$ cat src/rtl/uart_rx.sv
// uart_rx: 8N1 serial receiver oversampled by a baud_tick_16x strobe.
//
// Ports:
//   clk            system clock, all logic on posedge
//   rst_n          asynchronous active-low reset
//   baud_tick_16x  one-clk strobe, OVERSAMPLE pulses per bit period
//   rx             asynchronous serial line, idle high
//   data           last good byte, held until the next good byte
//   data_valid     one-clk pulse when data has just been updated
//   frame_err      one-clk pulse when a stop bit was sampled low
//   busy           high whenever the receiver is not idle
module uart_rx #(
  parameter int unsigned DATA_BITS  = 8,
  parameter int unsigned OVERSAMPLE = 16
) (
  input  logic                 clk,
  input  logic                 rst_n,
  input  logic                 baud_tick_16x,
  input  logic                 rx,
  output logic [DATA_BITS-1:0] data,
  output logic                 data_valid,
  output logic                 frame_err,
  output logic                 busy
);

  localparam int unsigned TickW = $clog2(OVERSAMPLE);
  localparam int unsigned BitW  = $clog2(DATA_BITS + 1);

  localparam logic [TickW-1:0] MidStart = TickW'(OVERSAMPLE / 2 - 1);
  localparam logic [TickW-1:0] LastTick = TickW'(OVERSAMPLE - 1);
  localparam logic [BitW-1:0]  LastBit  = BitW'(DATA_BITS - 1);

  typedef enum logic [2:0] {
    StIdle,
    StStart,
    StData,
    StStop,
    StBreak
  } state_e;

  state_e                 state_q, state_d;
  logic [TickW-1:0]       tick_cnt_q, tick_cnt_d;
  logic [BitW-1:0]        bit_cnt_q, bit_cnt_d;
  logic [DATA_BITS-1:0]   shreg_q, shreg_d;
  logic [DATA_BITS-1:0]   data_q, data_d;
  logic                   data_valid_q, data_valid_d;
  logic                   frame_err_q, frame_err_d;
  logic                   rx_meta_q, rx_s;

  // Two-flop synchroniser; resets to the idle line level so no false start.
  always_ff @(posedge clk or negedge rst_n) begin
    if (!rst_n) begin
      rx_meta_q <= 1'b1;
      rx_s      <= 1'b1;
    end else begin
      rx_meta_q <= rx;
      rx_s      <= rx_meta_q;
    end
  end

  always_ff @(posedge clk or negedge rst_n) begin
    if (!rst_n) begin
      state_q      <= StIdle;
      tick_cnt_q   <= '0;
      bit_cnt_q    <= '0;
      shreg_q      <= '0;
      data_q       <= '0;
      data_valid_q <= 1'b0;
      frame_err_q  <= 1'b0;
    end else begin
      state_q      <= state_d;
      tick_cnt_q   <= tick_cnt_d;
      bit_cnt_q    <= bit_cnt_d;
      shreg_q      <= shreg_d;
      data_q       <= data_d;
      data_valid_q <= data_valid_d;
      frame_err_q  <= frame_err_d;
    end
  end

  always_comb begin
    state_d      = state_q;
    tick_cnt_d   = tick_cnt_q;
    bit_cnt_d    = bit_cnt_q;
    shreg_d      = shreg_q;
    data_d       = data_q;
    // Strobes default low so they last exactly one clock.
    data_valid_d = 1'b0;
    frame_err_d  = 1'b0;

    if (baud_tick_16x) begin
      unique case (state_q)
        StIdle: begin
          if (!rx_s) begin
            state_d    = StStart;
            tick_cnt_d = '0;
          end
        end
        StStart: begin
          if (tick_cnt_q == MidStart) begin
            tick_cnt_d = '0;
            if (!rx_s) begin
              state_d   = StData;
              bit_cnt_d = '0;
            end else begin
              // Start bit did not survive to mid-bit: treat as a glitch.
              state_d = StIdle;
            end
          end else begin
            tick_cnt_d = tick_cnt_q + TickW'(1);
          end
        end
        StData: begin
          if (tick_cnt_q == LastTick) begin
            shreg_d    = {rx_s, shreg_q[DATA_BITS-1:1]};
            tick_cnt_d = '0;
            bit_cnt_d  = bit_cnt_q + BitW'(1);
            if (bit_cnt_q == LastBit) begin
              state_d = StStop;
            end
          end else begin
            tick_cnt_d = tick_cnt_q + TickW'(1);
          end
        end
        StStop: begin
          if (tick_cnt_q == LastTick) begin
            tick_cnt_d = '0;
            if (rx_s) begin
              data_d       = shreg_q;
              data_valid_d = 1'b1;
              state_d      = StIdle;
            end else begin
              frame_err_d = 1'b1;
              state_d     = StBreak;
            end
          end else begin
            tick_cnt_d = tick_cnt_q + TickW'(1);
          end
        end
        StBreak: begin
          // Wait for the line to return high so a held-low line reports once.
          if (rx_s) begin
            state_d = StIdle;
          end
        end
        default: begin
          state_d = StIdle;
        end
      endcase
    end
  end

  assign data       = data_q;
  assign data_valid = data_valid_q;
  assign frame_err  = frame_err_q;
  assign busy       = (state_q != StIdle);

endmodule

$ cat config.mk
export PLATFORM = sky130hd
export DESIGN_NAME = uart_rx
export DESIGN_NICKNAME = d
export VERILOG_FILES = /design/src/rtl/uart_rx.sv
export SDC_FILE = /design/constraint.sdc
export NUM_CORES = 1
export LEC_CHECK = 0
export ABC_AREA = 1
export CORE_ASPECT_RATIO = 0.7
export CORE_UTILIZATION = 25
export DETAILED_ROUTE_END_ITERATION = 6
export PLACE_DENSITY = 0.41
export SYNTH_ARGS = -nofsm -noshare
export SYNTH_HDL_FRONTEND = slang
export SYNTH_SLANG_ARGS = --single-unit
$ cat constraint.sdc
create_clock -name clk -period 1.85 [get_ports clk]
set_clock_uncertainty 0.15 [all_clocks]
set_input_delay 0.4625 -clock clk [delete_from_list [all_inputs] [get_ports clk]]
set_output_delay 0.4625 -clock clk [all_outputs]
set_load 0.01 [all_outputs]
==> flow_results.org <==
** Die
- Die Ht :: ~68 um
- CORE AREA :: slightly below 0.006 sq mm
- The die covers approximately 0.0065 sq mm.
- In this run the count of I/O pins placed on the die edge is 15.
- Once the floorplan was initialized, standard cells occupied between 20% and 30% of the core.
- The die is ~96 um wide.
- Number of rows created at floorplan :: 23

** Clock tree
- Sink count of the clock tree :: 31
- Setup Buffers After CTS :: 0
- In this run, CTS created clock tree buffers numbering 5.
- Clock-pin slew was measured on the worst setup and hold paths at ~0.06 ns.
- The longest clock path from root to sink contains 2 buffers.
- TritonCTS clock tree :: done
- The cell sitting at the root of the clock tree is a sky130_fd_sc_hd__clkbuf_8.
- Clock latency on the worst-skew pair, taken at its later pin, is approximately 0.28 ns.
- CTS built an H-tree with a depth of 2.

** Pwr
- In this run the power density over the cells is roughly 1100 mW/mm^2.
- Total power for the finished layout comes to ~2.1 mW.
- Worst IR drop on VDD :: between 0.0003 and 0.0004 V
- In this run the static leakage power is ~0.99 nW.

** Route
- Detailed router's first-iteration violation count :: 67
- Routed via count divided by cell count :: between 4 and 5
- For this block, the routed nets add up to between 3 and 4 mm of wire.
- Remaining DRCs :: 0
- In this run the remaining antenna-violating nets after routing total 0.
- After detailed routing, the average wire length per cell comes to 10.9 um.
- Before antenna repair, the detailed router went through 5 iterations.
- For this block, the via count after detailed routing is between 1,000 and 1,500.

** Setup path
- Kind of start point of the critical path :: flip-flop
- Buffers & Inverters on Critical Path :: 1
- Reg-to-reg slack, setup :: 0.18 ns
- Worst Path Class, Setup :: flip-flop to primary output
- Cell family contributing the most delay on the critical path :: buffers and inverters
- The signal on the critical path passes through clkdlybuf4s50_1.
- CP Data Required Time :: 1.24 ns
- Worst-path maximum fanout :: 2
- CP peak stage delay :: 0.54 ns
- Critical path endpoint category :: primary output
- On the critical path, the stage with the largest delay is an instance of sky130_fd_sc_hd__clkdlybuf4s50_1.
- Arr. time, crit path :: about 1.2 ns

** Logic synthesis
- Counting distinct cell types in the post-synthesis netlist gives 24.
- Synthesis produced 182 cells.
- Syn Area/Cell :: roughly 8.5 sq um
- Total nets after synthesis :: roughly 190
- Post-Synthesis Cell Area :: 0.00155 sq mm
- Warnings, synthesis :: 0
- Number of storage elements in the synthesis netlist :: 31
- Seq/Total Area, Yosys :: between 50% and 60%

** Cells and area
- Leaving out fill and tap cells, the most frequent cells in the layout are sky130_fd_sc_hd__nand2_1, sky130_fd_sc_hd__dfrtp_1, sky130_fd_sc_hd__inv_1.
- The library cell used most frequently in the layout, excluding fill and tap cells, is sky130_fd_sc_hd__nand2_1.
- Summing all flip-flop and latch instances after layout gives ~780 sq um.
- Layout fillers :: 625
- Post-route cell area :: 0.00194 sq mm
- The multi-input combinational cells in the finished layout cover a total of approximately 650 sq um.
- At the end of the flow, the number of nets in the layout was 213.
- Layout overhead on the synthesized area :: 25.0%
- 0 antenna diodes ended up in the layout.
- Fraction of layout instances using a drive strength above 1 :: 19.2%

** GRT
- For this run the aggregate overflow at the end of global routing stands at 0.
- GR Layer Usage met3 :: approximately 4.3%
- First-pass GRT wire length :: roughly 5.5 mm
- Number of global-route vias before repair :: about 1,100
- Global routing used around an eighth of the available met2 tracks.
- Met1 usage :: approximately 18%
- GRT Overall Usage :: between 10% and 20%
- The number of antenna violations at the first check in global routing is 0.
- Entering global routing, the biggest net connects 32 pins.
- Most utilized layer in the global route result :: met1

** STA
- Final Hold Vio Count :: 0
- Time the worst path needs with I/O delays and setup :: about 1.8 ns
- Endpoints failing setup :: 0
- Final critical-path share of the clock period :: a little over nine tenths
- Tightest slew margin relative to the limit :: about four fifths
- Hold is met by around 0.21 ns.
- The number of max-slew violations in the final report is 0.
- Pin slew with the least headroom to its limit :: 0.284 ns
- Upper clock frequency limit :: approximately 560 MHz
- Setup repair after global routing left no endpoint under its margin.

** Placement
- The wire-length estimate of the detail-placed layout is 2.26 mm.
- Routability-driven placement finished with a final weighted congestion of between 0.7 and 0.8.
- Buffers added on ports :: 14
- The placed instances occupy a cell area of roughly 0.0018 sq mm.

** Run
- The tool flagged a number of max-cap violations equal to 0.

** Min path
- The path class of the tightest hold or removal check is flip-flop to flip-flop.

** Status
- The flow ran to the end, and the final reports show no timing, DRC or antenna violations.
-- sequential cells by signal, indices dropped and copies added (netlist names) --
signal and count:
data 8, rx_meta_q 1, frame_err 1, bit_cnt_q 4, tick_cnt_q 4, state_q 3
rx_s 1, data_valid 1, shreg_q 8
-- metrics by stage --
| stage | std cells | setup slack (ns) | setup TNS [ns] | utilization [%] |
|---|---|---|---|---|
| after floorplan | 182 | 0.344 | 0 | - |
| after global placement | 275 | -0.0136 | -0.148 | 31.4 |
| after detailed placement | 275 | -0.0131 | -0.0632 | 31.4 |
| after CTS | 283 | 0.0407 | 0 | 33.0 |
| after global routing | 283 | 0.0000189 | 0 | 33.2 |
| final | 283 | 0.0537 | 0 | 33.2 |
-- layer usage --
layer | wire length (um) | part of all wire [%]
met2 | 1030 | 33
met3 | 171 | 5.6
met5 | 0 | 0
met4 | 27 | 0.88
met1 | 1850 | 60
-- worst paths after layout --
path / startpoint / to / depth (start not counted)
max: data[6] / data[6] / 1
min: rx_meta_q / rx_s / 0
max reg2reg: tick_cnt_q[0] / bit_cnt_q[3] / 8
min reg2reg: rx_meta_q / rx_s / 0
max in group asynchronous: rst_n / rx_s / 2
min in group asynchronous: rst_n / data[2] / 2
-- power by group --
part	total [mW]	internal, mW	switching (mW)
sequential	0.811	0.750	0.0618
clock	0.583	0.339	0.244
combinational	0.688	0.249	0.439
-- final cells by class --
class | count | share of cell area [%]
clock buffers | 8 | 5.16
inverters | 24 | 4.65
multi-input cells | 124 | 33.6
flip-flops and latches | 31 | 40.2
well taps | 75 | 4.84
repair buffers | 21 | 11.6
-- cell families (layout without fill, tap and decap cells) --
logic type                 Yosys count  in the layout  share of synthesized area (%)
buffers and inverters               27             53                           7.75
AOI/OAI and AO/OA                   21             21                           8.96
adders and majority gates            2              2                           1.61
DFF                                 31             31                           50.2
xor gates and xnor gates             2              2                           1.13
and+or+nand+nor                     99             99                           30.3
-- synthesized netlist by cell type --
library cell               n  area [sq um]
sky130_fd_sc_hd__dfrtp_1  29           726
sky130_fd_sc_hd__o21ai_1  10          50.1
sky130_fd_sc_hd__nand2_1  53           199
sky130_fd_sc_hd__buf_4     1          7.51
sky130_fd_sc_hd__o21ai_2   8          70.1
sky130_fd_sc_hd__xor2_1    1          8.76
sky130_fd_sc_hd__a21oi_1   1          5.00
sky130_fd_sc_hd__nand4_4   1          21.3
sky130_fd_sc_hd__nand4_1   5          31.3
sky130_fd_sc_hd__nand2_4   1          11.3
sky130_fd_sc_hd__nand3_1  14          70.1
sky130_fd_sc_hd__inv_1    20          75.1
sky130_fd_sc_hd__nand2_2   4          25.0
sky130_fd_sc_hd__inv_2     4          15.0
sky130_fd_sc_hd__xnor2_1   1          8.76
sky130_fd_sc_hd__nor2_1   15          56.3
sky130_fd_sc_hd__a22o_1    1          8.76
sky130_fd_sc_hd__dfstp_2   2          52.6
sky130_fd_sc_hd__nor2_2    2          12.5
sky130_fd_sc_hd__ha_1      2          25.0
sky130_fd_sc_hd__nor2_4    3          33.8
sky130_fd_sc_hd__o21ai_0   1          5.00
sky130_fd_sc_hd__nand3_2   1          10.0
sky130_fd_sc_hd__buf_6     2          22.5
-- repair_timing --
| action | 4_1_cts | 5_1_grt |
|---|---|---|
| setup endpoints to repair | 1 | 3 |
| resized for setup | 1 | 3 |
| endpoints found under the hold margin | 0 | 0 |
| hold buffers | 0 | 0 |
(Power assumes the default switching activity.)
